<file path="config.mk">
export PLATFORM = sky130hd
export DESIGN_NAME = wb_stage
export DESIGN_NICKNAME = d
export VERILOG_FILES = /design/src/rtl/wb_stage.sv
export SDC_FILE = /design/constraint.sdc
export NUM_CORES = 1
export LEC_CHECK = 0
export ABC_CLOCK_PERIOD_IN_PS = 6750
export CORE_MARGIN = 2
export CORE_UTILIZATION = 47
export CTS_BUF_LIST = sky130_fd_sc_hd__clkbuf_2 sky130_fd_sc_hd__clkbuf_4 sky130_fd_sc_hd__clkbuf_8
export DETAILED_ROUTE_END_ITERATION = 10
export PLACE_DENSITY = 0.83
export SLEW_MARGIN = 10
export SYNTH_ARGS = -nofsm -noshare
export SYNTH_HDL_FRONTEND = slang
export SYNTH_SLANG_ARGS = --single-unit
</file>
<file path="constraint.sdc">
create_clock -name clk -period 6.75 [get_ports clk]
set_clock_uncertainty 0.1 [all_clocks]
set_input_delay 1.35 -clock clk [delete_from_list [all_inputs] [get_ports clk]]
set_output_delay 1.35 -clock clk [all_outputs]
set_load 0.005 [all_outputs]
</file>
<file path="src/rtl/wb_stage.sv">
// wb_stage: MEM/WB pipeline register plus write-back data selection.
// Drives the register-file write port one cycle after the MEM stage.
// Optional feature macro: WB_SUBWORD_LOAD_EN enables sub-word load extraction
// (LoadSize/LoadUnsigned); without it memory write-back uses the full word.
module wb_stage #(
  parameter int unsigned DATA_W = 32,
  parameter int unsigned REG_AW = 5,
  parameter int unsigned CTRL_W = 32,
  parameter int unsigned CNT_W  = 32
) (
  input  logic              clk,
  input  logic              reset,
  input  logic              iValid,
  input  logic              iStall,
  input  logic              iFlush,
  input  logic [DATA_W-1:0] iResult,
  input  logic [CTRL_W-1:0] iControlSignal,
  input  logic [DATA_W-1:0] iReadData,
  input  logic [REG_AW-1:0] iRegAddress,
  input  logic [DATA_W-1:0] iPC_plus_4,
  output logic              oValid,
  output logic              oRegWrite,
  output logic [DATA_W-1:0] oRegData,
  output logic [REG_AW-1:0] oRegAddress,
  output logic [CNT_W-1:0]  oRetireCount
);

`ifdef WB_SUBWORD_LOAD_EN
  localparam int unsigned CtrlHi = 17;
`else
  localparam int unsigned CtrlHi = 14;
`endif

  logic              valid_q;
  logic [DATA_W-1:0] result_q;
  logic [CtrlHi:8]   ctrl_q;
  logic [DATA_W-1:0] read_data_q;
  logic [REG_AW-1:0] reg_addr_q;
  logic [DATA_W-1:0] pc_plus4_q;
  logic [CNT_W-1:0]  retire_cnt_q;
  logic [DATA_W-1:0] load_val;
  logic [DATA_W-1:0] wb_data;

  // Control bits that never influence write-back are sunk here.
  logic unused_bits;
  assign unused_bits = ^{iControlSignal, ctrl_q[12:9]};

  // Stage register: flush beats stall; stall holds every field.
  always_ff @(posedge clk or posedge reset) begin
    if (reset) begin
      valid_q     <= 1'b0;
      result_q    <= '0;
      ctrl_q      <= '0;
      read_data_q <= '0;
      reg_addr_q  <= '0;
      pc_plus4_q  <= '0;
    end else if (iFlush) begin
      valid_q <= 1'b0;
    end else if (!iStall) begin
      valid_q     <= iValid;
      result_q    <= iResult;
      ctrl_q      <= iControlSignal[CtrlHi:8];
      read_data_q <= iReadData;
      reg_addr_q  <= iRegAddress;
      pc_plus4_q  <= iPC_plus_4;
    end
  end

  // Retire counter counts the entry leaving the stage; wraps naturally.
  always_ff @(posedge clk or posedge reset) begin
    if (reset) begin
      retire_cnt_q <= '0;
    end else if (valid_q && !iStall && !iFlush) begin
      retire_cnt_q <= retire_cnt_q + 1'b1;
    end
  end

`ifdef WB_SUBWORD_LOAD_EN
  logic [15:0] half_sel;
  logic [7:0]  byte_sel;
  logic        sext;

  // Alignment mux and sign/zero extension for lh/lhu/lb/lbu.
  always_comb begin
    half_sel = result_q[1] ? read_data_q[31:16] : read_data_q[15:0];
    case (result_q[1:0])
      2'd0:    byte_sel = read_data_q[7:0];
      2'd1:    byte_sel = read_data_q[15:8];
      2'd2:    byte_sel = read_data_q[23:16];
      default: byte_sel = read_data_q[31:24];
    endcase
    sext     = ~ctrl_q[17];
    load_val = read_data_q;
    case (ctrl_q[16:15])
      2'b01:   load_val = {{(DATA_W-16){half_sel[15] & sext}}, half_sel};
      2'b10:   load_val = {{(DATA_W-8){byte_sel[7] & sext}}, byte_sel};
      default: load_val = read_data_q;
    endcase
  end
`else
  // Full-word loads only.
  always_comb begin
    load_val = read_data_q;
  end
`endif

  // Write-back source select: link, memory, or ALU result.
  always_comb begin
    case (ctrl_q[14:13])
      2'b10:   wb_data = pc_plus4_q;
      2'b01:   wb_data = load_val;
      default: wb_data = result_q;
    endcase
  end

  assign oValid       = valid_q;
  assign oRegWrite    = valid_q & ctrl_q[8] & (reg_addr_q != '0);
  assign oRegData     = wb_data;
  assign oRegAddress  = reg_addr_q;
  assign oRetireCount = retire_cnt_q;

endmodule

</file>
==> summary.md <==
| Metric | Value |
|---|---|
| Synth area leader | dfrtp_1 |
| Post_cts resized | 0 |
| Post-synth EDFFs | 0 |
| Net Count, Synth | 607 |
| Vias | 4328 |
| Worst-path maximum fanout | 18 |
| Main combinational cell family by area after synthesis | multiplexers |
| Nets | 783 |
| DP Worst Slack | 2940 ps |
| Minimum clock period | 4230 ps |
| Clk root buf | clkbuf_8 |
| Max Cap Viol | 0 |
| # hold bufs at CTS | 0 |
| Pwr Total | 2.15 mW |
| Hold WS | 378 ps |
| Unique masters post-synth | 26 |
| Routed Antenna Nets | 0 |
| Worst Hold Class | reg2reg |
| Fin crit share | 0.627 |
| Area of the multi-input gates | 2380 µm² |
| Post-synthesis mux area share | 0.197 |
| Synth Register Bits | 137 |
| Max clock buf depth | 2 |
| Chip Width | 116 µm |
| Clk sinks | 137 |
| Synth Area in Simple Gates | 0.0791 |
| Status | finished clean |
| Placed Cells incl. Taps | 795 |
| GPL Wtd Cong | 0.789 |
| Worst path slowest cell | ha_1 |
| Synth Instances | 466 |
| Fillers | 958 |
| First-pass GRT wire length | 22200 µm |
| Final setup fails | 0 |
| Cells along the critical path | inv_1 -> ha_1 -> buf_4 -> a22oi_1 -> o21ai_0 -> clkdlybuf4s50_1 |
| DP HPWL | 9560 µm |
| Clk slew on worst S/H paths | 60 ps |
| Fin. max-slew vios | 0 |
| Initial DRC Count | 290 |
| H-tree depth | 4 |
| Yosys warnings | 0 |
| Leakage Power | 3.41 nW |
| Register area | 3430 µm² |
| Fin cells | 827 |
| # diodes | 0 |
| Number of global-route vias before repair | 4512 |
| Ys flop type | dfrtp_1 |
| Final hold violation count | 0 |
| Compound-gate portion of the synthesized area | 0.0711 |
| Core area | 12500 µm² |
| Cell Rows | 41 |
| Clk Latency, worst-skew pair | 440 ps |
| Post-synth top area share | 0.578 |
| Global Route Usage Sum | 0.214 |
| Die area | 13500 µm² |
| Area of the mapped netlist | 5930 µm² |
| Worst setup slack after layout | 2520 ps |
| Ys async rst share | 1.00 |
| Num CTS Buffers | 17 |
| Crit Path Category | reg2out |
| Arrival time worst endpoint | 2780 ps |
| Mean area per synthesized cell | 12.7 µm² |
| Area Growth Syn to Fin | 39.8% |
| CTS tree | built |
| Crit path capture type | output pin |
| # Post-CTS Setup Buffers | 0 |
| XOR/XNOR Fraction of Synth Area | 0.0458 |
| Setup_tns | 0 ps |
| Largest cells by area after synthesis | dfrtp_1 58%, mux2_2 20%, xnor2_1 4.1% |
| Drt first pass iters | 4 |
| CP startpoint kind | flip-flop |
| IO Port Bufs | 179 |
| Max-slew headroom | 0.306 |
| Worst VDD drop | 175 µV |
| Ratio of cells with drive above 1 in the final layout | 0.229 |
| Post-Synth Adder-Cell Area | 0.00633 |
| Grt total ovfl | 0 |
| Initial antenna violation count | 0 |
| Crit-path max cell delay | 600 ps |
| Worst-margin pin slew | 1040 ps |
| Top-count cell post-synth | dfrtp_1 |
| Vias per cell | 5.23 |
| Starting Density | 0.476 |
| Wire per inst | 16.9 µm |
| Power density over the cells | 260 nW/µm² |
| I/O pin total | 209 |
| Overall routed net length | 14000 µm |
| Largest net degree at the start of global routing | 76 |
| F_max | 0.236 GHz |
| DR DRC count | 0 |
| Top cells by count, synth | 137 x dfrtp_1, 103 x mux2_2, 43 x nand2_1, 34 x o21ai_0, 32 x a22oi_1 |
| CP required | 5300 ps |
| Unrepaired setup endpoints after global routing | false |
| Die height | 116 µm |
| Seq/Total Area, Yosys | 0.578 |
## critical path, delay by kind of cell, from the launching register on
| family | cells | cell delay [ps] |
|---|---|---|
| adders and majority gates | 1 | 600 |
| buffers and inverters | 3 | 1020 |
| DFF | 1 | 390 |
| AOI/OAI and AO/OA | 2 | 330 |
## path summary, 6_finish.rpt
check	slack [ps]	startpoint	endpoint	depth (start not counted)
setup / recovery	2520	ctrl_q[14]	oRegData[16]	6
hold / removal	380	oRetireCount[31]	oRetireCount[31]	1
setup reg to reg	4520	oValid	oRetireCount[23]	4
hold reg to reg	380	oRetireCount[31]	oRetireCount[31]	1
max in group asynchronous	3940	reset	ctrl_q[13]	3
min in group asynchronous	1240	reset	oRetireCount[0]	2
## layout by cell type, fill, tap and decap left out, drive strengths merged, types with 2 or more instances in the layout
cell type,n
xor2,3
buf,5
and3,4
or2,2
and4,2
clkdlybuf4s50,179
xnor2,28
and2,3
dfrtp,137
nor4,3
mux2,103
ha,3
clkbuf,23
o21ai,34
a22oi,32
clkinv,6
nor2,7
inv,5
nand2,43
bufinv,3
nand3,15
nand4,11
## cell families after synthesis
kind of cell	Yosys count
buffers and inverters	32
AOI/OAI and AO/OA	67
and+or+nand+nor	92
DFF	137
muxes	104
adders and majority gates	3
xor gates and xnor gates	31
## final cells by class
class	instances	share of cell area
sequential	137	0.413
multi-input combinational	297	0.287
timing repair buffer	184	0.221
clock buffer	23	0.0359
tap	172	0.0259
clock inverter	9	0.0145
inverter	5	0.00287
## flip-flops by register name, summed over array words and instances, names as in the netlist
| register | cells |
|---|---|
| oRetireCount | 32 |
| oValid | 1 |
| result_q | 32 |
| pc_plus4_q | 32 |
| oRegAddress | 5 |
| load_val | 32 |
| ctrl_q | 3 |
## through the flow
step                       util  cell area, µm²
after global placement    0.632            7880
after CTS                 0.665            8290
after global routing      0.665            8290
after floorplan               -            5930
after detailed placement  0.632            7880
final                     0.665            8290
## power by group
part	switching, mW	internal [mW]	total [mW]
Sequential	0.0599	0.921	0.981
Clock	0.299	0.404	0.702
Combinational	0.183	0.287	0.470
## routing by layer
metal  vias up  global-route usage  routed length [µm]  part of all wire
met5         -                   0                   0                 0
met4         0              0.0802                 212             0.015
met3        20              0.0846                1270             0.091
met2       174               0.364                6930              0.50
met1      2123               0.245                5570              0.40
li1       2011                   -                   -                 -
Note: power is estimated with default switching activity, not from simulation.
